===== src/rtl/fpu_pkg.sv =====
// Shared definitions for the custom 32-bit floating-point adder.
// Format: [31] sign, [30:25] exponent (bias 31), [24:0] fraction with hidden 1.
// Provides field widths, bias, status bit indices, the FSM state enum and
// the packed fp_t operand struct.
package fpu_pkg;

  localparam int EXP_W  = 6;
  localparam int FRAC_W = 25;
  localparam int MANT_W = FRAC_W + 1;  // hidden 1 + fraction
  localparam int MAG_W  = MANT_W + 1;  // width seen by the leading-zero counter
  localparam int BIAS   = 31;

  localparam int ST_EXACT     = 3;
  localparam int ST_OVERFLOW  = 2;
  localparam int ST_UNDERFLOW = 1;
  localparam int ST_INEXACT   = 0;

  typedef enum logic [2:0] {
    LOAD,
    ALIGN,
    OPERATE,
    NORMALIZE,
    WRITE
  } state_t;

  typedef struct packed {
    logic              sign;
    logic [EXP_W-1:0]  exp;
    logic [FRAC_W-1:0] frac;
  } fp_t;

endpackage


===== src/rtl/fpu_lzc.sv =====
// Combinational leading-zero counter over a 27-bit magnitude.
// Ports:
//   value  in  27  magnitude to scan (MSB first)
//   count  out 5   number of leading zeros; 27 when value is all zero
module fpu_lzc
  import fpu_pkg::*;
(
  input  logic [MAG_W-1:0] value,
  output logic [4:0]       count
);

  // Ascending scan: the highest set bit is the last one to write count.
  always_comb begin
    count = 5'(MAG_W);
    for (int unsigned i = 0; i < MAG_W; i++) begin
      if (value[i]) count = 5'(MAG_W - 1 - i);
    end
  end

endmodule


===== src/rtl/fpu_adder.sv =====
// Free-running multi-cycle floating-point adder/subtractor.
// Pass: LOAD -> ALIGN -> OPERATE -> NORMALIZE -> WRITE, one state per cycle.
// Ports:
//   clock       in   1   system clock
//   reset       in   1   asynchronous, active-high reset
//   op_A_in     in   32  operand A (sampled only in LOAD)
//   op_B_in     in   32  operand B (sampled only in LOAD)
//   data_out    out  32  registered result, updated in WRITE
//   status_out  out  4   one-hot {EXACT, OVERFLOW, UNDERFLOW, INEXACT}
// Macro: ROUND_NEAREST_EN selects round-to-nearest-even; default truncates.
module fpu_adder
  import fpu_pkg::*;
(
  input  logic        clock,
  input  logic        reset,
  input  logic [31:0] op_A_in,
  input  logic [31:0] op_B_in,
  output logic [31:0] data_out,
  output logic [3:0]  status_out
);

  state_t state, state_next;
  logic   load_en, align_en, operate_en, normalize_en, write_en;

  always_ff @(posedge clock or posedge reset) begin
    if (reset) state <= LOAD;
    else       state <= state_next;
  end

  always_comb begin
    state_next = LOAD;
    case (state)
      LOAD:      state_next = ALIGN;
      ALIGN:     state_next = OPERATE;
      OPERATE:   state_next = NORMALIZE;
      NORMALIZE: state_next = WRITE;
      WRITE:     state_next = LOAD;
      default:   state_next = LOAD;
    endcase
  end

  always_comb begin
    load_en      = (state == LOAD);
    align_en     = (state == ALIGN);
    operate_en   = (state == OPERATE);
    normalize_en = (state == NORMALIZE);
    write_en     = (state == WRITE);
  end

  // LOAD: split fields; exponent 0 flushes to zero.
  fp_t              a_in, b_in;
  logic [MANT_W-1:0] a_mant_in, b_mant_in;
  logic              a_sign, b_sign;
  logic [EXP_W-1:0]  a_exp, b_exp;
  logic [MANT_W-1:0] a_mant, b_mant;

  always_comb begin
    a_in      = op_A_in;
    b_in      = op_B_in;
    a_mant_in = (a_in.exp == '0) ? '0 : {1'b1, a_in.frac};
    b_mant_in = (b_in.exp == '0) ? '0 : {1'b1, b_in.frac};
  end

  // ALIGN: order by magnitude, shift the smaller one right, keep g/r/s.
  logic                a_larger, big_sign, small_sign;
  logic [EXP_W-1:0]    big_exp, small_exp, exp_diff;
  logic [MANT_W-1:0]   big_mant, small_mant;
  logic [2*MANT_W-1:0] ext;
  logic [MANT_W+2:0]   small_ext;

  always_comb begin
    a_larger   = {a_exp, a_mant} >= {b_exp, b_mant};
    big_sign   = a_larger ? a_sign : b_sign;
    small_sign = a_larger ? b_sign : a_sign;
    big_exp    = a_larger ? a_exp  : b_exp;
    small_exp  = a_larger ? b_exp  : a_exp;
    big_mant   = a_larger ? a_mant : b_mant;
    small_mant = a_larger ? b_mant : a_mant;
    exp_diff   = big_exp - small_exp;
    ext        = {small_mant, {MANT_W{1'b0}}} >> exp_diff;
    if (exp_diff >= EXP_W'(MAG_W))
      small_ext = {{(MANT_W+2){1'b0}}, |small_mant};
    else
      small_ext = {ext[2*MANT_W-1:MANT_W-2], |ext[MANT_W-3:0]};
  end

  logic              al_sign, al_sub;
  logic [EXP_W-1:0]  al_exp;
  logic [MANT_W-1:0] al_big;
  logic [MANT_W+2:0] al_small;

  // OPERATE: {carry, mantissa, g, r, s}; the larger magnitude is always the minuend.
  logic [MANT_W+3:0] sum;

  always_comb begin
    if (al_sub) sum = {1'b0, al_big, 3'b000} - {1'b0, al_small};
    else        sum = {1'b0, al_big, 3'b000} + {1'b0, al_small};
  end

  logic              op_sign;
  logic [EXP_W-1:0]  op_exp;
  logic [MANT_W+3:0] op_sum;

  // NORMALIZE: lzc scans mantissa plus guard; a guard-only result (diff of 1,
  // near-total cancellation) still normalizes in one shift.
  logic [4:0]        lzc;
  logic [MANT_W+2:0] shifted;
  logic [MANT_W-1:0] norm_mant;
  logic [2:0]        norm_grs;
  logic signed [7:0] norm_exp;
  logic              norm_zero;

  fpu_lzc u_lzc (
    .value (op_sum[MANT_W+2:2]),
    .count (lzc)
  );

  always_comb begin
    shifted = op_sum[MANT_W+2:0] << lzc;
    if (op_sum[MANT_W+3]) begin
      norm_mant = op_sum[MANT_W+3:4];
      norm_grs  = {op_sum[3], op_sum[2], |op_sum[1:0]};
      norm_exp  = $signed({2'b00, op_exp}) + 8'sd1;
    end else begin
      norm_mant = shifted[MANT_W+2:3];
      norm_grs  = shifted[2:0];
      norm_exp  = $signed({2'b00, op_exp}) - $signed({3'b000, lzc});
    end
    norm_zero = ~op_sum[MANT_W+3] && (lzc == 5'(MAG_W));
  end

  logic              nm_sign, nm_zero;
  logic [MANT_W-1:0] nm_mant;
  logic [2:0]        nm_grs;
  logic signed [7:0] nm_exp;

  // WRITE: optional rounding, then range checks and status.
  logic              round_up, inexact;
  logic [MANT_W:0]   rnd;
  logic [MANT_W-1:0] fin_mant;
  logic signed [7:0] fin_exp;
  logic [31:0]       data_next;
  logic [3:0]        status_next;

  always_comb begin
    inexact = |nm_grs;
`ifdef ROUND_NEAREST_EN
    round_up = nm_grs[2] & (nm_grs[1] | nm_grs[0] | nm_mant[0]);
`else
    round_up = 1'b0;
`endif
    rnd = {1'b0, nm_mant} + {{MANT_W{1'b0}}, round_up};
    if (rnd[MANT_W]) begin
      fin_mant = rnd[MANT_W:1];
      fin_exp  = nm_exp + 8'sd1;
    end else begin
      fin_mant = rnd[MANT_W-1:0];
      fin_exp  = nm_exp;
    end
    data_next   = '0;
    status_next = '0;
    if (nm_zero) begin
      status_next[ST_EXACT] = 1'b1;
    end else if (fin_exp > 8'sd63) begin
      data_next                = {nm_sign, {EXP_W{1'b1}}, {FRAC_W{1'b0}}};
      status_next[ST_OVERFLOW] = 1'b1;
    end else if (fin_exp < 8'sd1) begin
      status_next[ST_UNDERFLOW] = 1'b1;
    end else begin
      data_next = {nm_sign, fin_exp[EXP_W-1:0], fin_mant[FRAC_W-1:0]};
      if (inexact) status_next[ST_INEXACT] = 1'b1;
      else         status_next[ST_EXACT]   = 1'b1;
    end
  end

  always_ff @(posedge clock or posedge reset) begin
    if (reset) begin
      a_sign     <= 1'b0;
      a_exp      <= '0;
      a_mant     <= '0;
      b_sign     <= 1'b0;
      b_exp      <= '0;
      b_mant     <= '0;
      al_sign    <= 1'b0;
      al_sub     <= 1'b0;
      al_exp     <= '0;
      al_big     <= '0;
      al_small   <= '0;
      op_sign    <= 1'b0;
      op_exp     <= '0;
      op_sum     <= '0;
      nm_sign    <= 1'b0;
      nm_zero    <= 1'b0;
      nm_mant    <= '0;
      nm_grs     <= '0;
      nm_exp     <= '0;
      data_out   <= '0;
      status_out <= '0;
    end else begin
      if (load_en) begin
        a_sign <= a_in.sign;
        a_exp  <= a_in.exp;
        a_mant <= a_mant_in;
        b_sign <= b_in.sign;
        b_exp  <= b_in.exp;
        b_mant <= b_mant_in;
      end
      if (align_en) begin
        al_sign  <= big_sign;
        al_sub   <= big_sign ^ small_sign;
        al_exp   <= big_exp;
        al_big   <= big_mant;
        al_small <= small_ext;
      end
      if (operate_en) begin
        op_sign <= al_sign;
        op_exp  <= al_exp;
        op_sum  <= sum;
      end
      if (normalize_en) begin
        nm_sign <= op_sign;
        nm_zero <= norm_zero;
        nm_mant <= norm_mant;
        nm_grs  <= norm_grs;
        nm_exp  <= norm_exp;
      end
      if (write_en) begin
        data_out   <= data_next;
        status_out <= status_next;
      end
    end
  end

endmodule


===== config.mk =====
export PLATFORM = sky130hd
export DESIGN_NAME = fpu_adder
export DESIGN_NICKNAME = d
export VERILOG_FILES = /design/src/rtl/fpu_pkg.sv /design/src/rtl/fpu_lzc.sv /design/src/rtl/fpu_adder.sv
export SDC_FILE = /design/constraint.sdc
export NUM_CORES = 1
export LEC_CHECK = 0
export BUFFER_PORTS_ARGS = -buffer_cell sky130_fd_sc_hd__buf_2
export CAP_MARGIN = 10
export CORE_MARGIN = 8
export CORE_UTILIZATION = 55
export DETAILED_ROUTE_END_ITERATION = 8
export PLACE_DENSITY = 0.74
export SYNTH_ARGS = -nofsm -noshare
export SYNTH_HDL_FRONTEND = slang
export SYNTH_SLANG_ARGS = --single-unit

===== constraint.sdc =====
create_clock -name clock -period 9.95 [get_ports clock]
set_input_delay 2.4875 -clock clock [delete_from_list [all_inputs] [get_ports clock]]
set_output_delay 2.4875 -clock clock [all_outputs]
set_load 0.005 [all_outputs]

* Word level (Yosys, flattened, before mapping)
Cells that the tools add are included.
** Word-level totals
- Register bits after elaboration :: 243
- Bits of input ports :: 66
- Output and inout bits :: 36
** Operators by class
- Add/subtract/negate cells :: 5
- Order comparisons :: 4
- Equality and inequality tests :: 5
- Shift-type cells :: 2
- Mux-type cells :: 54
- Bitwise logic cells :: 2
- Reductions and logical operators :: 8
** Operator list (number)
- $mux 26 :: 4
- $mux 32 :: 3
- $mux 5 :: 16
- $shr 52x6->52 :: 1
- $ge 32x32->1 :: 1
- $mux 4 :: 8
- $add 29x29->30 :: 1
- $mux 30 :: 1
- $sub 29x29->30 :: 1
- $mux 29 :: 1
- $shl 29x5->28 :: 1
- $reduce_or 26->1 :: 1
- $mux 25 :: 1
- $reduce_or 24->1 :: 1
- $logic_not 6->1 :: 2
- $mux 6 :: 2
- $pmux 3 s4 :: 1
- $mux 1 :: 11
- $gt 8x7->1 const B :: 1
- $lt 8x2->1 const B :: 1
- $mux 8 :: 1
- $add 6x1->7 const B :: 1
- $sub 6x5->7 :: 1
- $eq 3x2->1 const B :: 2
- 13 further kinds :: 16

* Depth between registers and ports, before layout
Gate-level depths: netlist of the first run.
- Depth after elaboration :: 29
- Gate-level depth with buffers :: 28
- Gate-level depth less buffers :: 21

* Cells and area by module
A second synthesis of the first run with hierarchy kept.
** Second synthesis, totals
- Cell total of the unflattened synthesis :: 2016
- Area, all modules :: 17028.8 µm²
** By module, submodules not included
- fpu_adder :: times used 1, cells each 1965, area each 16751.1 µm², seq. area each 6080.8 µm²
- fpu_lzc :: times used 1, cells each 51, area each 277.8 µm², seq. area each 0.0 µm²

* Worst setup path after synthesis of the first run
OpenSTA, ideal clock, no wires.
- Path type :: register to register
- Start point :: register b_exp[1]
- End point :: register al_small[0]
- Arrival time :: 5.935 ns
- Slack :: 3.879 ns
- Stages on the path, launching flop included :: 22
- Path through :: dfrtp_1 -> inv_1 -> ha_1 -> a21oi_1 -> o21a_1 -> o21ai_2 -> a211oi_1 -> buf_2 -> buf_2 -> clkbuf_1 -> buf_1 -> mux2i_1 -> ha_1 -> clkbuf_1 -> clkbuf_1 -> clkbuf_1 -> buf_1 -> mux2i_1 -> nand3_1 -> or4_4 -> a2111oi_4 -> o22ai_1
** On the way
- Longest elaborated chain between the ends :: 6
** Ends and longest elaborated chain
- start: declaration :: line fpu_adder.sv:54 : logic [EXP_W-1:0] a_exp, b_exp;
- start signal: assignment :: line fpu_adder.sv:205 : b_exp <= b_in.exp;
- $ge 32x32->1 :: line fpu_adder.sv:72 : a_larger = {a_exp, a_mant} >= {b_exp, b_mant};
- $mux 6 (on tied branches) :: line fpu_adder.sv:75, fpu_adder.sv:76
- $sub 6x6->6 :: line fpu_adder.sv:79 : exp_diff = big_exp - small_exp;
- $shr 52x6->52 :: line fpu_adder.sv:80 : ext = {small_mant, {MANT_W{1'b0}}} >> exp_diff;
- $reduce_or 24->1 :: line fpu_adder.sv:84 : small_ext = {ext[2*MANT_W-1:MANT_W-2], |ext[MANT_W-3:0]};
- $mux 29 (*) :: line fpu_adder.sv:81 : if (exp_diff >= EXP_W'(MAG_W))
- end signal: assignment :: line fpu_adder.sv:213 : al_small <= small_ext;
- end: declaration :: line fpu_adder.sv:90 : logic [MANT_W+2:0] al_small;
Mark *: on every way between the ends. The rest lies on a longest branch, timed or not.
A chain may end at the register's enable or synchronous reset.

* Worst setup path after layout of the first run
- Start point :: register b_exp[0]
- End point :: register al_small[0]
Same word-level chain as after synthesis.

==> run_results.csv, run 1 <==
group,metric,value,unit
outcome,outcome,"finished, final reports clean",
yosys,yosysSeqAreaShare,34.4,%
yosys,yosys.area_share.adder,6.74,%
min_path,hold_class,"flip-flop to flip-flop",
yosys,syn-num-nets,2272,
global_route,grt_pass1_vias,15947,
yosys,synthFlopType,"dfrtp_1",
yosys,synth_top_family_by_area,"compound AO/OA/AOI/OAI gates",
global_route,gr-usage-all-layers,28.4,%
routing,drtAntennaViolNets,0,
die,die_x,195,um
yosys,synth_edf_count,0,
clock_network,clock_path_buffers,3,
worst_setup_path,crit_family,"simple AND/OR/NAND/NOR gates",
yosys,synth_warnings,0,
die,num_rows,65,
die,core-area,31600,um2
power,leakage,8.81,nW
clock_network,cts.sinks,243,
global_route,grt_pass1_wl,89100,um
run,drv_cap,0,
cells_and_area,layout_common_cells,"303 x nand2_1, 243 x dfrtp_1, 193 x o21ai_0",
timing,clock_skew,21.7,ps
yosys,avgSynthCellArea,8.37,um2
clock_network,cts_tree,"built",
yosys,synthSimpleGateAreaFrac,18.2,%
place,dp_hpwl,40300,um
place,gp_congestion,0.988,
yosys,synth-async-reset-ratio,100,%
timing,setup_viol,0,
worst_setup_path,critPathArrivalTime,7030,ps
routing,avgRoutedWirePerCell,21.7,um
cells_and_area,area_growth,8.84,%
cells_and_area,final_area,19200,um2
clock_network,cts_buffers,28,
min_path,hp-start,"data_out[31]$_DFFE_PP0N_",
yosys,yosysTopAreaCell,"dfrtp_1",
clock_network,clk_latency,570,ps
worst_setup_path,cp_slowest_stage_delay,630,ps
timing,tightest_slew,1080,ps
worst_setup_path,cp_cell_sequence,"inv_1 -> ha_2 -> buf_4 -> nand2_1 -> or3_1 -> nor4_1 -> a211oi_4 -> buf_4 -> mux2i_1 -> ha_1 -> nand2b_1 -> nor2_1 -> a21oi_1 -> o22ai_1 -> a211oi_2 -> o311a_1 -> o21ai_0 -> nor3_1 -> nand3_1 -> or4_4 -> a2111oi_4 -> o22ai_1",
clock_network,clk_pin_slew,60,ps
worst_setup_path,endpoint_kind,"flip-flop",
die,pin_count,102,
routing,via_count,16396,
cells_and_area,final_nets,2276,
clock_network,cts-resized-gates,0,
cells_and_area,nFillCells,2777,
yosys,synth.area.top_cells,"dfrtp_1 34%, mux2i_1 6.9%, ha_1 6.5%",
worst_setup_path,critPathLaunchType,"flip-flop",
die,die_h,195,um
cells_and_area,final_common_cell,"nand2_1",
worst_setup_path,crit_fanout,71,
die,start_util,55.9,%
place,port_buffers,101,
cells_and_area,diodes,0,
timing,maxSlewViolCount,0,
worst_setup_path,worst-setup-path-type,"flip-flop to flip-flop",
global_route,antenna_found_initial,0,
routing,drt-pass1-iter-count,5,
timing,min_period_over_period,66.4,%
global_route,grt.overflow.total,0,
routing,drt-total-wl,55100,um
yosys,synth_compound_area_share,22.6,%
clock_network,cts_setup_buffers,0,
min_path,holdPathEnd,"data_out[31]$_DFFE_PP0N_",
cells_and_area,final_layout_size_suffix_gt1_share,11.3,%
place,placed_area,18300,um2
timing,setup_tns,0,ps
worst_setup_path,r2r_start,"b_exp[0]$_DFFE_PP0P_",
power,vdd_drop_max,142,uV
power,power_density,238,nW/um2
power,total_power,4.58,mW
routing,drt_iter0_drc,1639,
yosys,synth_area,17700,um2
worst_setup_path,r2r_cells,22,
yosys,synth_top_cell_area_share,34.4,%
timing,rsz0062_at_grt,"no",
worst_setup_path,r2r_end,"al_small[0]$_DFFE_PP0P_",
yosys,synth.ff_latch_count,243,
yosys,synth_mux_area_share,10.5,%
clock_network,ctsHoldBuffers,0,
yosys,synthXorXnorAreaFrac,1.73,%
worst_setup_path,crit_buf_inv,3,
worst_setup_path,r2r_setup_slack,3350,ps
min_path,whs_path_depth,2,
routing,drc,0,
timing,max_freq,151,MHz
yosys,netlist_instances,2112,
worst_setup_path,crit_required,10380,ps
timing,layout_min_cycle_time,6600,ps
routing,avgViaCountPerCell,6.46,
timing,relSlewSlack,27.7,%
clock_network,htree_num_levels,1,
yosys,synth.distinct_cells,91,
worst_setup_path,cp_slowest_cell,"buf_4",
global_route,grt_max_degree,103,
clock_network,root_buffer,"clkbuf_16",
timing,hold_viol_final,0,
timing,hold_ws,470,ps
die,dieArea,38100,um2
[report_power, final]
group | internal, mW | switching [mW] | total (mW)
combinational | 0.794 | 1.17 | 1.96
clock | 0.631 | 0.431 | 1.06
sequential | 1.24 | 0.313 | 1.56
total | 2.67 | 1.91 | 4.58
[per-stage QoR]
step | setup WS, ps | util (%) | instances
floorplan | 789 | - | 2112
global placement | 3680 | 57.9 | 2488
detailed placement | 3470 | 57.9 | 2488
CTS | 3460 | 60.8 | 2538
global route | 3000 | 60.8 | 2538
finish | 3350 | 60.8 | 2538
[cell usage after synthesis, types with 15 or more instances]
cell / instances
nand2_1: 303
mux2i_1: 122
a22o_1: 28
a21oi_1: 117
o31ai_1: 21
o211ai_1: 16
nor4_1: 23
nand4_1: 26
o311ai_1: 18
buf_1: 15
ha_1: 92
mux4_2: 20
nor2_1: 137
o22ai_1: 29
inv_1: 106
mux2_2: 15
nand3_1: 83
o21ai_0: 193
a31oi_1: 44
nand2b_1: 20
clkbuf_1: 120
nor3_1: 36
o221ai_1: 16
dfrtp_1: 243
xnor2_1: 23
[worst max path at each step]
stage,start,end,slack [ps],depth (start not counted)
finish,b_exp[0]$_DFFE_PP0P_,al_small[0]$_DFFE_PP0P_,3350,22
global route,b_exp[0]$_DFFE_PP0P_,al_small[0]$_DFFE_PP0P_,3000,22
CTS,b_exp[0]$_DFFE_PP0P_,al_small[0]$_DFFE_PP0P_,3460,22
detailed placement,b_exp[0]$_DFFE_PP0P_,al_small[0]$_DFFE_PP0P_,3470,22
global placement,b_exp[0]$_DFFE_PP0P_,al_small[0]$_DFFE_PP0P_,3680,22
floorplan,reset,a_exp[0]$_DFFE_PP0P_,790,1
[logic make-up after synthesis]
group,Yosys count
AOI/OAI and AO/OA,617
xor gates and xnor gates,35
adders and majority gates,94
buffers and inverters,263
DFF,243
muxes,158
and+or+nand+nor,702
[per-layer routing]
| layer | global-route usage [%] | routed length [um] | part of all wire (%) | vias up |
|---|---|---|---|---|
| li1 | - | - | - | 7680 |
| met1 | 36.1 | 22900 | 42 | 7817 |
| met2 | 47.7 | 26100 | 47 | 729 |
| met3 | 3.28 | 3140 | 5.7 | 170 |
| met4 | 13.4 | 2890 | 5.2 | 0 |
| met5 | 0 | 0 | 0 | - |
[registers in the layout (all words and copies together), names as in the netlist, 4 cells and up]
name / count
nm_exp: 8
op_exp: 6
op_sum: 30
al_big: 26
al_small: 29
a_exp: 6
b_exp: 6
data_out: 32
status_out: 4
al_exp: 6
nm_mant: 25
a_mant: 26
b_mant: 26
[cell type report]
type	instances	area [um2]	area share, %
multi-input combinational	1606	10600	55.1
sequential	243	6080	31.6
clock buffer	36	782	4.06
timing repair buffer	126	693	3.60
tap	402	503	2.61
inverter	111	424	2.20
clock inverter	14	161	0.839
[worst min-delay path, cell delays in order, from the launching register on]
cell and delay, ps:
dfrtp_1 330, nand2_1 50, o31ai_1 50
No activity file was read; power rests on OpenSTA's default activity.
==> run 2: changes to the inputs <==
==> constraint.sdc (replaced) <==
create_clock -name clock -period 6.61 [get_ports clock]
set_input_delay 1.6525 -clock clock [delete_from_list [all_inputs] [get_ports clock]]
set_output_delay 1.6525 -clock clock [all_outputs]
set_load 0.005 [all_outputs]
==> run 2 against run 1 <==
Critical path depth down 2. Critical endpoint unchanged. Largest cell class unchanged. Global-route usage rose by 0.57 points. Count of clock-buffer cells in the layout is 2 lower.
==> run_results.csv, run 2 (synthesis results as in run 1) <==
group,metric,value,unit
clock_network,cts_tree,"built",
clock_network,ctsHoldBuffers,0,
timing,min_period_over_period,89.8,%
power,vdd_drop_max,228,uV
timing,hold_ws,473,ps
cells_and_area,final_cells,2547,
global_route,gr-usage-all-layers,28.9,%
die,start_util,55.9,%
routing,drtAntennaViolNets,0,
clock_network,clk_pin_slew,60,ps
cells_and_area,top_register,"data_out",
routing,drt-pass1-iter-count,6,
die,die_h,195,um
worst_setup_path,worst-setup-path-type,"flip-flop to flip-flop",
min_path,hp-start,"al_exp[2]$_DFFE_PP0P_",
timing,max_freq,168,MHz
clock_network,cts_buffers,28,
worst_setup_path,cp_slowest_cell,"nor4_1",
worst_setup_path,cp_cell_sequence,"ha_1 -> nand4_2 -> or3_1 -> nor4_1 -> a211oi_4 -> mux2i_1 -> ha_1 -> nand2b_1 -> nor2_1 -> a21oi_1 -> o22ai_1 -> a211oi_2 -> o311ai_4 -> buf_4 -> a2111oi_0 -> a211oi_1 -> a2111oi_2 -> nand4_1 -> a2111oi_4 -> o22ai_1",
cells_and_area,final_common_cell,"nand2_1",
timing,relSlewSlack,20.5,%
timing,layout_min_cycle_time,5930,ps
clock_network,clk_latency,580,ps
global_route,grt_pass1_vias,16154,
routing,via_count,16534,
run,drv_cap,0,
global_route,antenna_found_initial,0,
timing,tightest_slew,1190,ps
routing,drc,0,
place,dp_hpwl,41600,um
cells_and_area,final_layout_size_suffix_gt1_share,11.7,%
worst_setup_path,critPathLaunch,"a_exp[2]$_DFFE_PP0P_",
global_route,grt_max_degree,107,
worst_setup_path,crit_family,"compound AO/OA/AOI/OAI gates",
clock_network,clock_path_buffers,3,
cells_and_area,diodes,0,
timing,rsz0062_at_grt,"no",
cells_and_area,final_nets,2284,
routing,avgViaCountPerCell,6.49,
worst_setup_path,endpoint_kind,"flip-flop",
clock_network,cts-resized-gates,0,
cells_and_area,largest_register_ffs,32,
die,core-area,31600,um2
timing,setup_viol,0,
clock_network,cts.sinks,243,
global_route,grt.overflow.total,0,
routing,avgRoutedWirePerCell,22.3,um
clock_network,cts_setup_buffers,0,
power,leakage,8.88,nW
worst_setup_path,critPathArrivalTime,6370,ps
cells_and_area,layout_common_cells,"303 x nand2_1, 243 x dfrtp_1, 193 x o21ai_0",
cells_and_area,largest_registers,"data_out x32, op_sum x30, al_small x29",
routing,drt-total-wl,56700,um
die,dieArea,38100,um2
outcome,outcome,"finished, final reports clean",
place,dpl.cell_count,2496,
worst_setup_path,cp_slowest_stage_delay,480,ps
worst_setup_path,crit_fanout,16,
die,num_rows,65,
clock_network,htree_num_levels,1,
worst_setup_path,r2r_start,"a_exp[2]$_DFFE_PP0P_",
timing,maxSlewViolCount,0,
min_path,hold_class,"flip-flop to flip-flop",
place,gp_congestion,0.954,
power,power_density,364,nW/um2
die,pin_count,102,
timing,hold_viol_final,0,
place,port_buffers,101,
timing,setup_tns,0,ps
clock_network,root_buffer,"clkbuf_16",
cells_and_area,area_growth,9.76,%
routing,drt_iter0_drc,1684,
die,die_x,195,um
worst_setup_path,crit_required,7040,ps
global_route,grt_pass1_wl,89900,um
worst_setup_path,critPathLaunchType,"flip-flop",
timing,clock_skew,28.4,ps
worst_setup_path,crit_buf_inv,1,
-- run 2: stage by stage --
| stage | area (um2) | utilization [%] | power (mW) | worst slack (ps) |
|---|---|---|---|---|
| after detailed placement | 18400 | 58.1 | 5.29 | 840 |
| after global placement | 18400 | 58.1 | 5.25 | 1090 |
| after floorplan | 17700 | - | 4.31 | 539 |
| final | 19400 | 61.4 | 7.07 | 675 |
| after global routing | 19400 | 61.4 | 7.48 | 304 |
| after CTS | 19400 | 61.4 | 7.05 | 760 |
-- run 2: final cells by class --
type | instances | area [um2]
Clock inverter | 17 | 294
Sequential cell | 243 | 6080
Fill cell | 2790 | 12200
Timing Repair Buffer | 134 | 766
Multi-Input combinational cell | 1606 | 10600
Inverter | 111 | 420
Tap cell | 402 | 503
Clock buffer | 34 | 743
-- run 2: worst register-to-register path: stages (launching register included) --
cell and delay (ps):
dfrtp_1 430, ha_1 440, nand4_2 220, or3_1 460, nor4_1 480, a211oi_4 90
mux2i_1 170, ha_1 230, nand2b_1 180, nor2_1 70, a21oi_1 150, o22ai_1 110
a211oi_2 360, o311ai_4 350, buf_4 330, a2111oi_0 470, a211oi_1 170, a2111oi_2 400
nand4_1 210, a2111oi_4 350, o22ai_1 120
-- run 2: routing by layer --
metal	GRT usage [%]	vias up	part of all wire [%]	wire length (um)
met4	14.3	0	5.3	3030
li1	-	7690	-	-
met1	36.3	7965	41	23200
met2	48.3	714	47	26800
met5	0	-	0	0
met3	4.25	165	6.4	3620
-- run 2: path summary, 6_finish.rpt --
kind | slack [ps] | depth (start not counted) | endpoint
setup / recovery | 680 | 20 | al_small[0]$_DFFE_PP0P_
hold / removal | 470 | 2 | op_exp[2]$_DFFE_PP0N_
setup reg to reg | 680 | 20 | al_small[0]$_DFFE_PP0P_
hold reg to reg | 470 | 2 | op_exp[2]$_DFFE_PP0N_
max in group asynchronous | 4130 | 3 | al_small[10]$_DFFE_PP0P_
min in group asynchronous | 1270 | 2 | b_sign$_DFFE_PP0P_
-- run 2: power by group --
part	switching, mW	internal (mW)
logic	1.78	1.20
clock network	0.664	1.08
registers	0.476	1.87
